===== config.mk =====
export PLATFORM = sky130hd
export DESIGN_NAME = id_hazard_ctrl
export DESIGN_NICKNAME = d
export VERILOG_FILES = /design/src/rtl/id_hazard_ctrl.sv
export SDC_FILE = /design/constraint.sdc
export NUM_CORES = 1
export LEC_CHECK = 0
export BUFFER_PORTS_ARGS = -buffer_cell sky130_fd_sc_hd__buf_4
export CAP_MARGIN = 20
export CORE_UTILIZATION = 29
export DETAILED_ROUTE_END_ITERATION = 8
export PLACE_DENSITY = 0.53
export SLEW_MARGIN = 0
export SYNTH_ARGS = -nofsm -noshare
export SYNTH_HDL_FRONTEND = slang
export SYNTH_SLANG_ARGS = --single-unit

===== constraint.sdc =====
create_clock -name i_clk -period 6.8 [get_ports i_clk]
set_clock_uncertainty 0.1 [all_clocks]
set_input_delay 0 -clock i_clk [delete_from_list [all_inputs] [get_ports i_clk]]
set_output_delay 0 -clock i_clk [all_outputs]
set_load 0.005 [all_outputs]

===== src/rtl/id_hazard_ctrl.sv =====
// ID-stage hazard/forwarding controller: two-source operand forwarding, load-use
// and branch-in-ID stall detection, debug halt/drain FSM and saturating perf counters.
module id_hazard_ctrl #(
  parameter int NB_ADDR      = 5,
  parameter int NB_CNT       = 16,
  parameter int DRAIN_CYCLES = 4
) (
  input  logic               i_clk,
  input  logic               i_rst_n,
  input  logic [NB_ADDR-1:0] i_rs_id,
  input  logic [NB_ADDR-1:0] i_rt_id,
  input  logic               i_uses_rt_id,
  input  logic               i_branch_id,
  input  logic               i_branch_taken_id,
  input  logic [NB_ADDR-1:0] i_rd_ex,
  input  logic               i_regWrite_ex,
  input  logic               i_memRead_ex,
  input  logic [NB_ADDR-1:0] i_rd_ex_m,
  input  logic               i_regWrite_ex_m,
  input  logic               i_memRead_ex_m,
  input  logic [NB_ADDR-1:0] i_rd_m_wb,
  input  logic               i_regWrite_m_wb,
  input  logic               i_halt,
  input  logic               i_cnt_clr,
  output logic [1:0]         o_forwardA_ID,
  output logic [1:0]         o_forwardB_ID,
  output logic               o_stall,
  output logic               o_bubble_ex,
  output logic               o_flush_if,
  output logic               o_halted,
  output logic [NB_CNT-1:0]  o_stall_cnt,
  output logic [NB_CNT-1:0]  o_flush_cnt,
  output logic [1:0]         o_dbg_state
);

  localparam int NB_DRN = (DRAIN_CYCLES > 2) ? $clog2(DRAIN_CYCLES) : 1;

  typedef enum logic [1:0] {
    RUN    = 2'd0,
    DRAIN  = 2'd1,
    HALTED = 2'd2
  } state_t;

  state_t              state;
  logic [NB_DRN-1:0]   drain_cnt;
  logic                hazard;
  logic                match_ex;
  logic                match_ex_m;

  // EX/MEM holds the younger result, so it wins over MEM/WB; r0 never forwards.
  function automatic logic [1:0] fwd_sel(input logic [NB_ADDR-1:0] src);
    if (i_regWrite_ex_m && (i_rd_ex_m != '0) && (i_rd_ex_m == src))
      return 2'b01;
    else if (i_regWrite_m_wb && (i_rd_m_wb != '0) && (i_rd_m_wb == src))
      return 2'b10;
    else
      return 2'b00;
  endfunction

  function automatic logic src_match(input logic [NB_ADDR-1:0] rd);
    return (rd != '0) && ((rd == i_rs_id) || (i_uses_rt_id && (rd == i_rt_id)));
  endfunction

  always_comb begin
    o_forwardA_ID = fwd_sel(i_rs_id);
    o_forwardB_ID = fwd_sel(i_rt_id);
  end

  always_comb begin
    match_ex   = src_match(i_rd_ex);
    match_ex_m = src_match(i_rd_ex_m);
    hazard     = (i_memRead_ex && i_regWrite_ex && match_ex)
               | (i_branch_id  && i_regWrite_ex && match_ex)
               | (i_branch_id  && i_memRead_ex_m && match_ex_m);
  end

  always_comb begin
    o_stall     = 1'b1;
    o_bubble_ex = 1'b1;
    o_flush_if  = 1'b0;
    o_halted    = 1'b0;
    case (state)
      RUN: begin
        o_stall     = hazard;
        o_bubble_ex = hazard;
        o_flush_if  = i_branch_taken_id && !hazard;
      end
      HALTED:  o_halted = 1'b1;
      default: ;
    endcase
  end

  assign o_dbg_state = state;

  // Once draining starts it always runs to completion, even if the request drops.
  always_ff @(posedge i_clk or negedge i_rst_n) begin
    if (!i_rst_n) begin
      state     <= RUN;
      drain_cnt <= '0;
    end else begin
      case (state)
        RUN: if (i_halt) begin
          state     <= DRAIN;
          drain_cnt <= NB_DRN'(DRAIN_CYCLES - 1);
        end
        DRAIN: begin
          if (drain_cnt == '0) state <= HALTED;
          else                 drain_cnt <= drain_cnt - 1'b1;
        end
        HALTED: if (!i_halt) state <= RUN;
        default: state <= RUN;
      endcase
    end
  end

  always_ff @(posedge i_clk or negedge i_rst_n) begin
    if (!i_rst_n) begin
      o_stall_cnt <= '0;
      o_flush_cnt <= '0;
    end else if (i_cnt_clr) begin
      o_stall_cnt <= '0;
      o_flush_cnt <= '0;
    end else begin
      if ((state == RUN) && hazard && (o_stall_cnt != '1))
        o_stall_cnt <= o_stall_cnt + 1'b1;
      if (o_flush_if && (o_flush_cnt != '1))
        o_flush_cnt <= o_flush_cnt + 1'b1;
    end
  end

endmodule


* Word-level counts from Yosys, hierarchy flattened
Cells that the tools add are included.
** Operators by class
- Add/sub/neg operators :: 3
- Equality and inequality tests :: 14
- Muxes and demuxes :: 18
- Bitwise operators :: 2
- Reductions and logical operators :: 33
** Operators by type and width (count)
- $mux 16 :: 4
- $add 16x1->16 const B :: 2
- $ne 16x16->1 const B :: 2
- $eq 5x5->1 :: 6
- $logic_and 1x1->1 :: 20
- $mux 2 :: 9
- $reduce_bool 5->1 :: 3
- $ne 2x2->1 const B :: 4
- $pmux 2 s3 :: 1
- $reduce_and 3->1 :: 2
- $reduce_bool 2->1 :: 3
- $logic_not 2->1 :: 2
- $pmux 2 s2 :: 1
- $mux 1 :: 3
- $eq 2x1->1 const B :: 1
- $eq 2x2->1 const B :: 1
- $logic_or 1x1->1 :: 2
- $or 1x1->1 :: 2
- $sub 2x1->2 const B :: 1
- $logic_not 1->1 :: 1
** Word-level totals
- Flip-flop bits (word level) :: 36
- Output and inout port bits :: 42

* Logic depth before layout (Yosys ltp)
- Depth after elaboration :: 13
- Mapped depth :: 9
- Depth with buffers taken out :: 7

* Worst setup path after synthesis
No wires, ideal clock.
- Path type :: reg2reg
- From :: register o_stall_cnt[3]
- To :: register o_stall_cnt[13]
- Library setup time :: 0.128 ns
- Arrival :: 1.994 ns
- Slack :: 4.578 ns
- Stages on the path, launching flop included :: 8
- Buffers on the path :: 0
- Cell sequence :: dfrtp_1 -> and4_1 -> nand4_2 -> or4_1 -> nand4_1 -> o41a_1 -> nor4_1 -> mux2_1
** On the way
- Longest elaborated chain between the ends :: 3
** Ends and longest elaborated chain
- start: declaration :: RTL line 31 : output logic [NB_CNT-1:0] o_stall_cnt,
- start signal: assignment :: RTL line 125 : o_stall_cnt <= o_stall_cnt + 1'b1;
- $add 16x1->16 / $ne 16x16->1 (equally long branches) :: RTL line 125, 124
- $mux 16 / $logic_and 1x1->1 (equally long branches) :: RTL line 124 : if ((state == RUN) && hazard && (o_stall_cnt != '1))
- $mux 16 / $reduce_bool 2->1 (equally long branches)
Several ways; a longest one is shown, not always the timed one. The select of a mux whose other input is x is not followed.
A chain may end at the register's enable or synchronous reset.

* Worst setup path in the final report
- From :: register o_flush_cnt[0]
- To :: register o_flush_cnt[15]
** On the way
- Longest elaborated chain between the ends :: 3
** Ends and longest elaborated chain
- start: declaration :: RTL line 32 : output logic [NB_CNT-1:0] o_flush_cnt,
- start signal: assignment :: RTL line 127 : o_flush_cnt <= o_flush_cnt + 1'b1;
- $add 16x1->16 / $ne 16x16->1 (equally long branches) :: RTL line 127, 126
- $mux 16 / $logic_and 1x1->1 (equally long branches) :: RTL line 126 : if (o_flush_if && (o_flush_cnt != '1))
- $mux 16 / $reduce_bool 2->1 (equally long branches)
Several ways; a longest one is shown, not always the timed one. The select of a mux whose other input is x is not followed.

==> out/qor.yml <==
status: "finished clean"
grt_overflow_total: 0
leakagePower_nw: 1.374
start_util: 0.3062
fin_crit_ps: 2770
finalCritPeriodShare: 0.4073
synth_top_cell_area_share: 0.3731
grt_first_pass_wirelength_um: 10540
synth.largest_area_cell: "dfrtp_1"
hold_violations: 0
ant_nets: 0
path_clk_slew_ps: 70
ys_types: 37
fin_util: 0.4039
routabilityCongestion: 0.7958
dieArea_sq_um: 8696
cts_buffers: 5
place_area_sq_um: 3075
ctsRootBufferMaster: "clkbuf_8"
clock-sinks: 36
cp_slowest_cell: "nand3_1"
critPathMaxStageDelay_ps: 540
ff_latch_area_sq_um: 900.9
routed_via_density: 5.065
place_hpwl_um: 4717
drt_iter0_drc: 84
path_class: "reg2reg"
grt_max_degree: 39
synth_edf_count: 0
drv_cap: 0
netlist_top_cells_count: "dfrtp_1 (36), nor2_1 (27), a21oi_1 (25), nand3_1 (19), o21ai_0 (19)"
track_usage: 0.1518
wl_met3_um: 367
area_growth_pct: 31.92
critPathMaxFanout: 21
drv_slew: 0
synth_seq_cells: 36
cts_setup_buffers: 0
synth_most_common_cell: "dfrtp_1"
dr.pass1.iters: 4
routed_wl_um: 6390
yosysWarnings: 0
worstPathArrival_ps: 2850
die_x_um: 93.25
cts_max_level: 2
syn_area_sq_um: 2415
vias: 2345
setup_viol: 0
synth_cells: 283
hold_slack_ps: 19.24
drc: 0
worst_pin_slew_ps: 721.1
path_cells: "ha_1 > nand3_1 > nor2_1 > a31oi_1 > nand3_1 > nor4_1 > mux2_2"
ios: 79
max_freq_ghz: 0.3611
stdcell_area_sq_um: 3186
multi_input_area_sq_um: 1424
required_ps: 6880
yosys_most_used_dff: "dfrtp_1"
power_density_nw_per_um2: 176.4
io_buffers: 78
drive_above_1_share: 0.2604
p_total_mw: 0.5620
ir_drop_mv: 0.09912
cts_resized: 0
rsz0062_at_grt: "no"
die_y_um: 93.25
n_antenna_cell: 0
async_flop_share: 1.000
synth_seq_area_share: 0.3731
finalSetupTns_ps: 0
synth_nets: 323
clock_path_buffers: 2
layout.nets: 400
crit_path_frequent_cell: "nand3_1"
slew_headroom: 0.5179
cp-end-kind: "flop"
avgSynthCellArea_sq_um: 8.533
grt_pass1_vias: 2245
yosys-top-cells-area: "dfrtp_1 (37%), xnor2_1 (6.2%), xor2_1 (5.4%)"
met1_length_um: 2913
clk_latency_ps: 290
start_kind: "flop"
top_layer: "met4"
holdCritPathClass: "in2reg"
cts_tree: "yes"
rows: 32
met2_wirelength_um: 3036
fill_cells: 819
grt_antenna_before_repair: 0
wire_per_inst_um: 13.80
coreArea_sq_um: 7888
critical path: cells and delay by family (launching register included):
kind,cells,cell delay (ps)
flops,1,430
fa+ha+maj,1,250
simple gates,4,1280
mux,1,390
compound gates,1,210
cell families after synthesis:
| family | after synthesis | synth area share |
|---|---|---|
| buffers and inverters | 20 | 0.03731 |
| adder cells (fa/ha/maj) | 3 | 0.01555 |
| AO/OA/AOI/OAI | 57 | 0.1368 |
| multiplexers | 9 | 0.04041 |
| flip-flops | 36 | 0.3731 |
| AND/OR/NAND/NOR | 126 | 0.2808 |
| XOR/XNOR | 32 | 0.1161 |
power breakdown:
part | internal, mW | leakage, nW | total (mW) | switching (mW)
sequential | 0.228 | 0.493 | 0.248 | 0.0201
combinational | 0.0747 | 0.836 | 0.153 | 0.0784
clock | 0.0828 | 0.0455 | 0.161 | 0.0785
total | 0.385 | 1.37 | 0.562 | 0.177
final timing paths:
| check | end | cells after the start | start | slack, ps |
|---|---|---|---|---|
| hold / removal | o_flush_cnt[0] | 2 | i_cnt_clr | 20 |
| setup reg to reg | o_flush_cnt[15] | 7 | o_flush_cnt[0] | 4030 |
| min in group asynchronous | o_flush_cnt[2] | 2 | i_rst_n | 110 |
| setup / recovery | o_flush_cnt[15] | 7 | o_flush_cnt[0] | 4030 |
| hold reg to reg | drain_cnt[1] | 2 | drain_cnt[1] | 470 |
| max in group asynchronous | o_flush_cnt[6] | 2 | i_rst_n | 6150 |
flip-flops by register name, indices dropped and copies added (netlist names):
| register | flops |
|---|---|
| o_dbg_state | 2 |
| drain_cnt | 2 |
| o_stall_cnt | 16 |
| o_flush_cnt | 16 |
layout by cell type (no fill, tap or decap), types with 2 or more instances in the layout:
cell type      Yosys  layout
a21oi_1           25      25
and3_1             3       3
buf_4              1      78
clkbuf_1           5       2
clkbuf_8           0       6
dfrtp_1           36      36
dlygate4sd3_1      0       2
ha_1               3       3
inv_1             10      10
mux2_1             2       2
mux2_2             4       4
mux2i_1            3       3
nand2_1           17      17
nand3_1           19      19
nand4_1            6       6
nor2_1            27      27
nor2b_1            8       8
nor3_1             4       4
nor4_1             7       7
o21ai_0           19      19
o31ai_1            7       7
or2_2              2       2
or3_1             16      16
or4_1             12      12
xnor2_1           17      17
xor2_1            15      15
metal layers:
metal | GRT usage | vias up
li1 | - | 1175
met1 | 0.1947 | 1098
met2 | 0.2586 | 63
met3 | 0.03252 | 9
met4 | 0.03846 | 0
met5 | 0 | -
layout make-up:
type	instances	share of cell area
Sequential cell	36	0.2828
Multi-Input combinational cell	227	0.4470
Clock buffer	8	0.02828
Timing Repair Buffer	80	0.1901
Inverter	10	0.01178
Tap cell	102	0.04006
stage by stage:
stage / setup slack [ps] / cells
floorplan: 4578 / 283
global placement: 4207 / 453
detailed placement: 4075 / 453
CTS: 4029 / 463
global route: 3772 / 463
finish: 4030 / 463
what timing repair did:
action	in CTS	in global routing
endpoints found under the setup margin	0	0
hold buffers	2	0
endpoints found under the hold margin	38	0
No activity file was read; power rests on OpenSTA's default activity.
